`src/rtl/tone_scheduler.sv`:
```
`default_nettype none
// ============================================================================
//  Module   : tone_scheduler
//  Purpose  : Round-robin arbiter that lends the single square-wave tone
//             generator to one of four note requesters at a time. Each grant
//             plays a fixed-length note (tone_en high), then a fixed-length
//             silent gap, then returns to IDLE to arbitrate again.
//  Revision : 1.0  initial release
// ----------------------------------------------------------------------------
//  Ports
//    clk          in   1      system clock, rising edge
//    rst_n        in   1      asynchronous active-low reset
//    req          in   4      level requests, one bit per requester
//    stop         in   1      synchronous abort back to IDLE, silent
//    tone_en      out  1      enable to the tone generator
//    half_period  out  DIV_W  half-period divisor for the tone generator
//    grant        out  4      one-hot requester being served, 0 when idle
//    done         out  1      one-cycle pulse in the first gap cycle
//    busy         out  1      high while a note or its gap is in progress
// ============================================================================
module tone_scheduler #(
    parameter int          DIV_W       = 17,
    parameter int unsigned DIV0        = 113636,
    parameter int unsigned DIV1        = 95556,
    parameter int unsigned DIV2        = 75843,
    parameter int unsigned DIV3        = 63776,
    parameter int unsigned NOTE_CYCLES = 25000000,
    parameter int unsigned GAP_CYCLES  = 5000000
) (
    input  logic             clk,
    input  logic             rst_n,
    input  logic [3:0]       req,
    input  logic             stop,
    output logic             tone_en,
    output logic [DIV_W-1:0] half_period,
    output logic [3:0]       grant,
    output logic             done,
    output logic             busy
);

    // One counter serves both phases, so it is sized for the longer one.
    localparam int unsigned C_MAX_CYCLES = (NOTE_CYCLES > GAP_CYCLES) ? NOTE_CYCLES : GAP_CYCLES;
    localparam int          C_CNT_W      = $clog2(C_MAX_CYCLES) + 1;
    localparam logic [C_CNT_W-1:0] C_NOTE_LOAD = C_CNT_W'(NOTE_CYCLES - 1);
    localparam logic [C_CNT_W-1:0] C_GAP_LOAD  = C_CNT_W'(GAP_CYCLES - 1);

    typedef enum logic [1:0] {
        S_IDLE = 2'd0,
        S_PLAY = 2'd1,
        S_GAP  = 2'd2
    } state_t;

    state_t             r_state;
    logic [C_CNT_W-1:0] r_cnt;
    logic [1:0]         r_last;     // requester served most recently

    logic               w_any;
    logic [1:0]         w_sel;
    logic [DIV_W-1:0]   w_div;

    // Search starts just after the last winner and wraps round to it, so the
    // previous winner has the lowest priority on the next arbitration.
    always_comb begin
        w_any = 1'b0;
        w_sel = 2'd0;
        for (int i = 1; i <= 4; i++) begin
            if (!w_any && req[r_last + 2'(i)]) begin
                w_any = 1'b1;
                w_sel = r_last + 2'(i);
            end
        end
    end

    always_comb begin
        w_div = '0;
        case (w_sel)
            2'd0:    w_div = DIV_W'(DIV0);
            2'd1:    w_div = DIV_W'(DIV1);
            2'd2:    w_div = DIV_W'(DIV2);
            default: w_div = DIV_W'(DIV3);
        endcase
    end

    always_ff @(posedge clk or negedge rst_n) begin
        if (!rst_n) begin
            r_state     <= S_IDLE;
            r_cnt       <= '0;
            r_last      <= 2'd3;
            tone_en     <= 1'b0;
            half_period <= '0;
            grant       <= 4'b0000;
            done        <= 1'b0;
            busy        <= 1'b0;
        end else if (stop) begin
            // Abort wins over expiry and over a fresh grant; r_last is kept
            // so the aborted requester still counts as just served.
            r_state     <= S_IDLE;
            r_cnt       <= '0;
            tone_en     <= 1'b0;
            half_period <= '0;
            grant       <= 4'b0000;
            done        <= 1'b0;
            busy        <= 1'b0;
        end else begin
            done <= 1'b0;
            case (r_state)
                S_IDLE: begin
                    if (w_any) begin
                        grant       <= 4'b0001 << w_sel;
                        half_period <= w_div;
                        tone_en     <= 1'b1;
                        busy        <= 1'b1;
                        r_last      <= w_sel;
                        r_cnt       <= C_NOTE_LOAD;
                        r_state     <= S_PLAY;
                    end
                end
                S_PLAY: begin
                    if (r_cnt == '0) begin
                        // done lands in the first gap cycle while grant is
                        // still valid, identifying whose note finished.
                        tone_en <= 1'b0;
                        done    <= 1'b1;
                        r_cnt   <= C_GAP_LOAD;
                        r_state <= S_GAP;
                    end else begin
                        r_cnt <= r_cnt - 1'b1;
                    end
                end
                S_GAP: begin
                    if (r_cnt == '0) begin
                        grant       <= 4'b0000;
                        half_period <= '0;
                        busy        <= 1'b0;
                        r_state     <= S_IDLE;
                    end else begin
                        r_cnt <= r_cnt - 1'b1;
                    end
                end
                default: begin
                    r_state <= S_IDLE;
                end
            endcase
        end
    end

endmodule
`default_nettype wire

```
`config.mk`:
```
export PLATFORM = sky130hd
export DESIGN_NAME = tone_scheduler
export DESIGN_NICKNAME = d
export VERILOG_FILES = /design/src/rtl/tone_scheduler.sv
export SDC_FILE = /design/constraint.sdc
export NUM_CORES = 1
export LEC_CHECK = 0
export BUFFER_PORTS_ARGS = -buffer_cell sky130_fd_sc_hd__buf_2
export CORE_MARGIN = 3
export CORE_UTILIZATION = 52
export DETAILED_ROUTE_END_ITERATION = 8
export MAX_ROUTING_LAYER = met4
export PLACE_DENSITY = 0.84
export SLEW_MARGIN = 0
export SYNTH_ARGS = -nofsm -noshare
export SYNTH_HDL_FRONTEND = slang
export SYNTH_SLANG_ARGS = --single-unit
```
`constraint.sdc`:
```
create_clock -name clk -period 3 [get_ports clk]
set_input_delay 0.15 -clock clk [delete_from_list [all_inputs] [get_ports clk]]
set_output_delay 0.15 -clock clk [all_outputs]
set_load 0.1 [all_outputs]
```
==> results.tsv <==
stage	metric	value	unit
timing	period_minus_slack	2469	ps
placed_design	hpwl	5135	um
placed_design	place_congestion	1.024	
global_routing	antenna_found_initial	0	
clock_network	cts_made_buffers	5	
cells_and_area	fillers	477	
clock_network	worstSkewPairLatency	300	ps
placed_design	dpl.cell_count	422	
global_routing	grt_max_degree	44	
synth	synth-edff-count	0	
worst_setup_path	cp_slowest_cell	nor4_4	
placed_design	place_ws	559.6	ps
routing	firstDrtPassIters	8	
synth	synth_area_leaders	dfrtp_1, ha_1, o21ai_0, a21oi_1, nand2_1	
routing	wirelength	7484	um
floorplan	start_util	54.46	%
worst_setup_path	crit_buf_inv	1	
cells_and_area	layout_commonest_cell	dfrtp_1	
worst_setup_path	crit_fanout	17	
timing	worst_clock_skew	8.102	ps
synth	yosys.area.top_type	dfrtp_1	
global_routing	grt_first_pass_wirelength	12450	um
timing	finalWorstSetupSlack	530.8	ps
synth	avgSynthCellArea	8.875	um2
cells_and_area	nNetsFinal	376	
routing	drc	0	
worst_setup_path	cp_cell_sequence	inv_1 > ha_1 > or2b_2 > nor4_4 > a31o_2 > nand2_1 > a221oi_1	
clock_network	post_cts_buffers	0	
floorplan	die_h	82.40	um
routing	drt_iter0_drc	392	
cells_and_area	syn2layout_area_growth	6.472	%
global_routing	grt_overflow	0	
cells_and_area	instances_no_fill	430	
routing	wl_per_cell	17.40	um
synth	synth.distinct_cells	68	
status	outcome	finished with violations	
synth	yosys_warnings	0	
timing	tightest_slew	938.8	ps
worst_setup_path	worstSetupPathType	reg2reg	
cells_and_area	antenna_cells	0	
timing	whs	-15.06	ps
floorplan	placementRows	27	
timing	min_period_over_period	82.31	%
clock_network	hold_buffers	0	
timing	finalSetupViolations	0	
clock_network	clock_path_buffers	2	
cells_and_area	drive_gt1_share	19.83	%
job	max-cap-violations	0	
clock_network	clk_pin_slew	90	ps
synth	synth_seq_area_share	35.53	%
floorplan	die_area	0.006790	mm2
cells_and_area	mostFrequentLayoutCells	dfrtp_1, o21ai_0, buf_2	
floorplan	io_pins	31	
synth	post-synth-top-area-fraction	33.80	%
floorplan	die_x	82.40	um
routing	routed_via_density	6.581	
routing	ant_nets	0	
status	violations	negative hold slack	
worst_setup_path	end_kind	flop	
floorplan	fp.coreArea	0.005574	mm2
synth	synth_area	0.003035	mm2
worst_setup_path	arrival	2670	ps
timing	hold_viol	18	
synth	ys_seq_elements	43	
global_routing	grt_pass1_vias	2561	
clock_network	cts-root-buf	clkbuf_8	
clock_network	cts_tree	yes	
clock_network	ctsResizeCount	0	
synth	synth_cells	342	
global_routing	grtUsageTotal	24.55	%
timing	clock.fmax	0.4050	GHz
placed_design	port_buffers	28	
worst_setup_path	start_kind	flop	
worst_setup_path	critical-path-top-delay-family	simple AND/OR/NAND/NOR gates	
worst_setup_path	cp.required	3200	ps
clock_network	htreeDepth	2	
timing	drv_slew	0	
timing	finalSetupTns	0	ps
synth	async_reset_ff_share	100.0	%
worst_setup_path	critPathMaxStageDelay	490	ps
min_path	hold_path.class	in2async	
clock_network	cts.sinks	43	
synth	yosys_most_used_dff	dfrtp_1	
routing	vias	2830	
timing	slew_headroom	37.42	%
timing	rsz0062_at_grt	no	
layout make-up:
class / count / area (um2) / area share [%]
clock inverter: 2 / 35.03 / 1.084
clock buffer: 6 / 82.58 / 2.555
multi-input combinational: 246 / 1637 / 50.64
tap: 72 / 90.09 / 2.787
timing repair buffer: 40 / 230.2 / 7.124
inverter: 21 / 78.83 / 2.439
sequential: 43 / 1079 / 33.37
through the flow:
| step | util, % | area, um2 | hold slack (ps) |
|---|---|---|---|
| 2_1_floorplan | - | 3039 | -145.6 |
| 3_5_place_dp | 55.87 | 3114 | 353.6 |
| 5_1_grt | 57.98 | 3232 | 74.24 |
| 6_report | 57.98 | 3232 | -15.06 |
| 3_3_place_gp | 55.87 | 3114 | 340.0 |
| 4_1_cts | 57.98 | 3232 | 22.36 |
worst paths after layout:
path	from	end	slack [ps]	depth (start not counted)
max	r_cnt[0]	r_cnt[9]	530	7
min	rst_n	r_cnt[7]	-20	1
max reg2reg	r_cnt[0]	r_cnt[9]	530	7
min reg2reg	r_cnt[25]	r_cnt[25]	530	1
max in group asynchronous	rst_n	half_period[2]	2430	1
min in group clk	stop	done	370	3
flip-flops by register name (all words and copies together), names as in the netlist:
register,cells
r_cnt,26
half_period,7
grant,4
r_last,2
r_state,2
done,1
tone_en,1
logic make-up after synthesis:
group | count (synthesis) | share of synthesized area [%]
AO/OA/AOI/OAI | 117 | 25.93
adder cells (fa/ha/maj) | 12 | 4.946
buffers and inverters | 54 | 10.68
flip-flops | 43 | 35.53
multiplexers | 5 | 2.143
other | 1 | 0.1235
AND/OR/NAND/NOR | 110 | 20.65
layer usage:
layer	vias to the layer above	part of all wire (%)	track usage, %
li1	1303	-	-
met1	1334	43	32.70
met3	27	8.9	4.772
met4	0	3.0	9.635
met2	166	45	36.78
met5	-	0	-
cell usage after synthesis, drive strengths merged, types with 5 or more instances:
master	count
a21oi	24
nor2	18
ha	12
o21ai	29
a22oi	6
o32ai	7
nor4	10
o22ai	7
nand2	27
nand3	5
clkbuf	14
inv	21
or3	5
a31oi	10
dfrtp	41
or4	5
buf	18
nand2b	7
nor3	19
worst reg2reg max path: cells and delay by family (launching register included):
kind,cells,cell delay (ps)
AOI/OAI and AO/OA,2,750
and+or+nand+nor,3,990
DFF,1,380
buffers and inverters,1,90
adders and majority gates,1,180
Power is not shown: default switching activity piles up to over one toggle a cycle in this logic, so the estimate is an artifact.
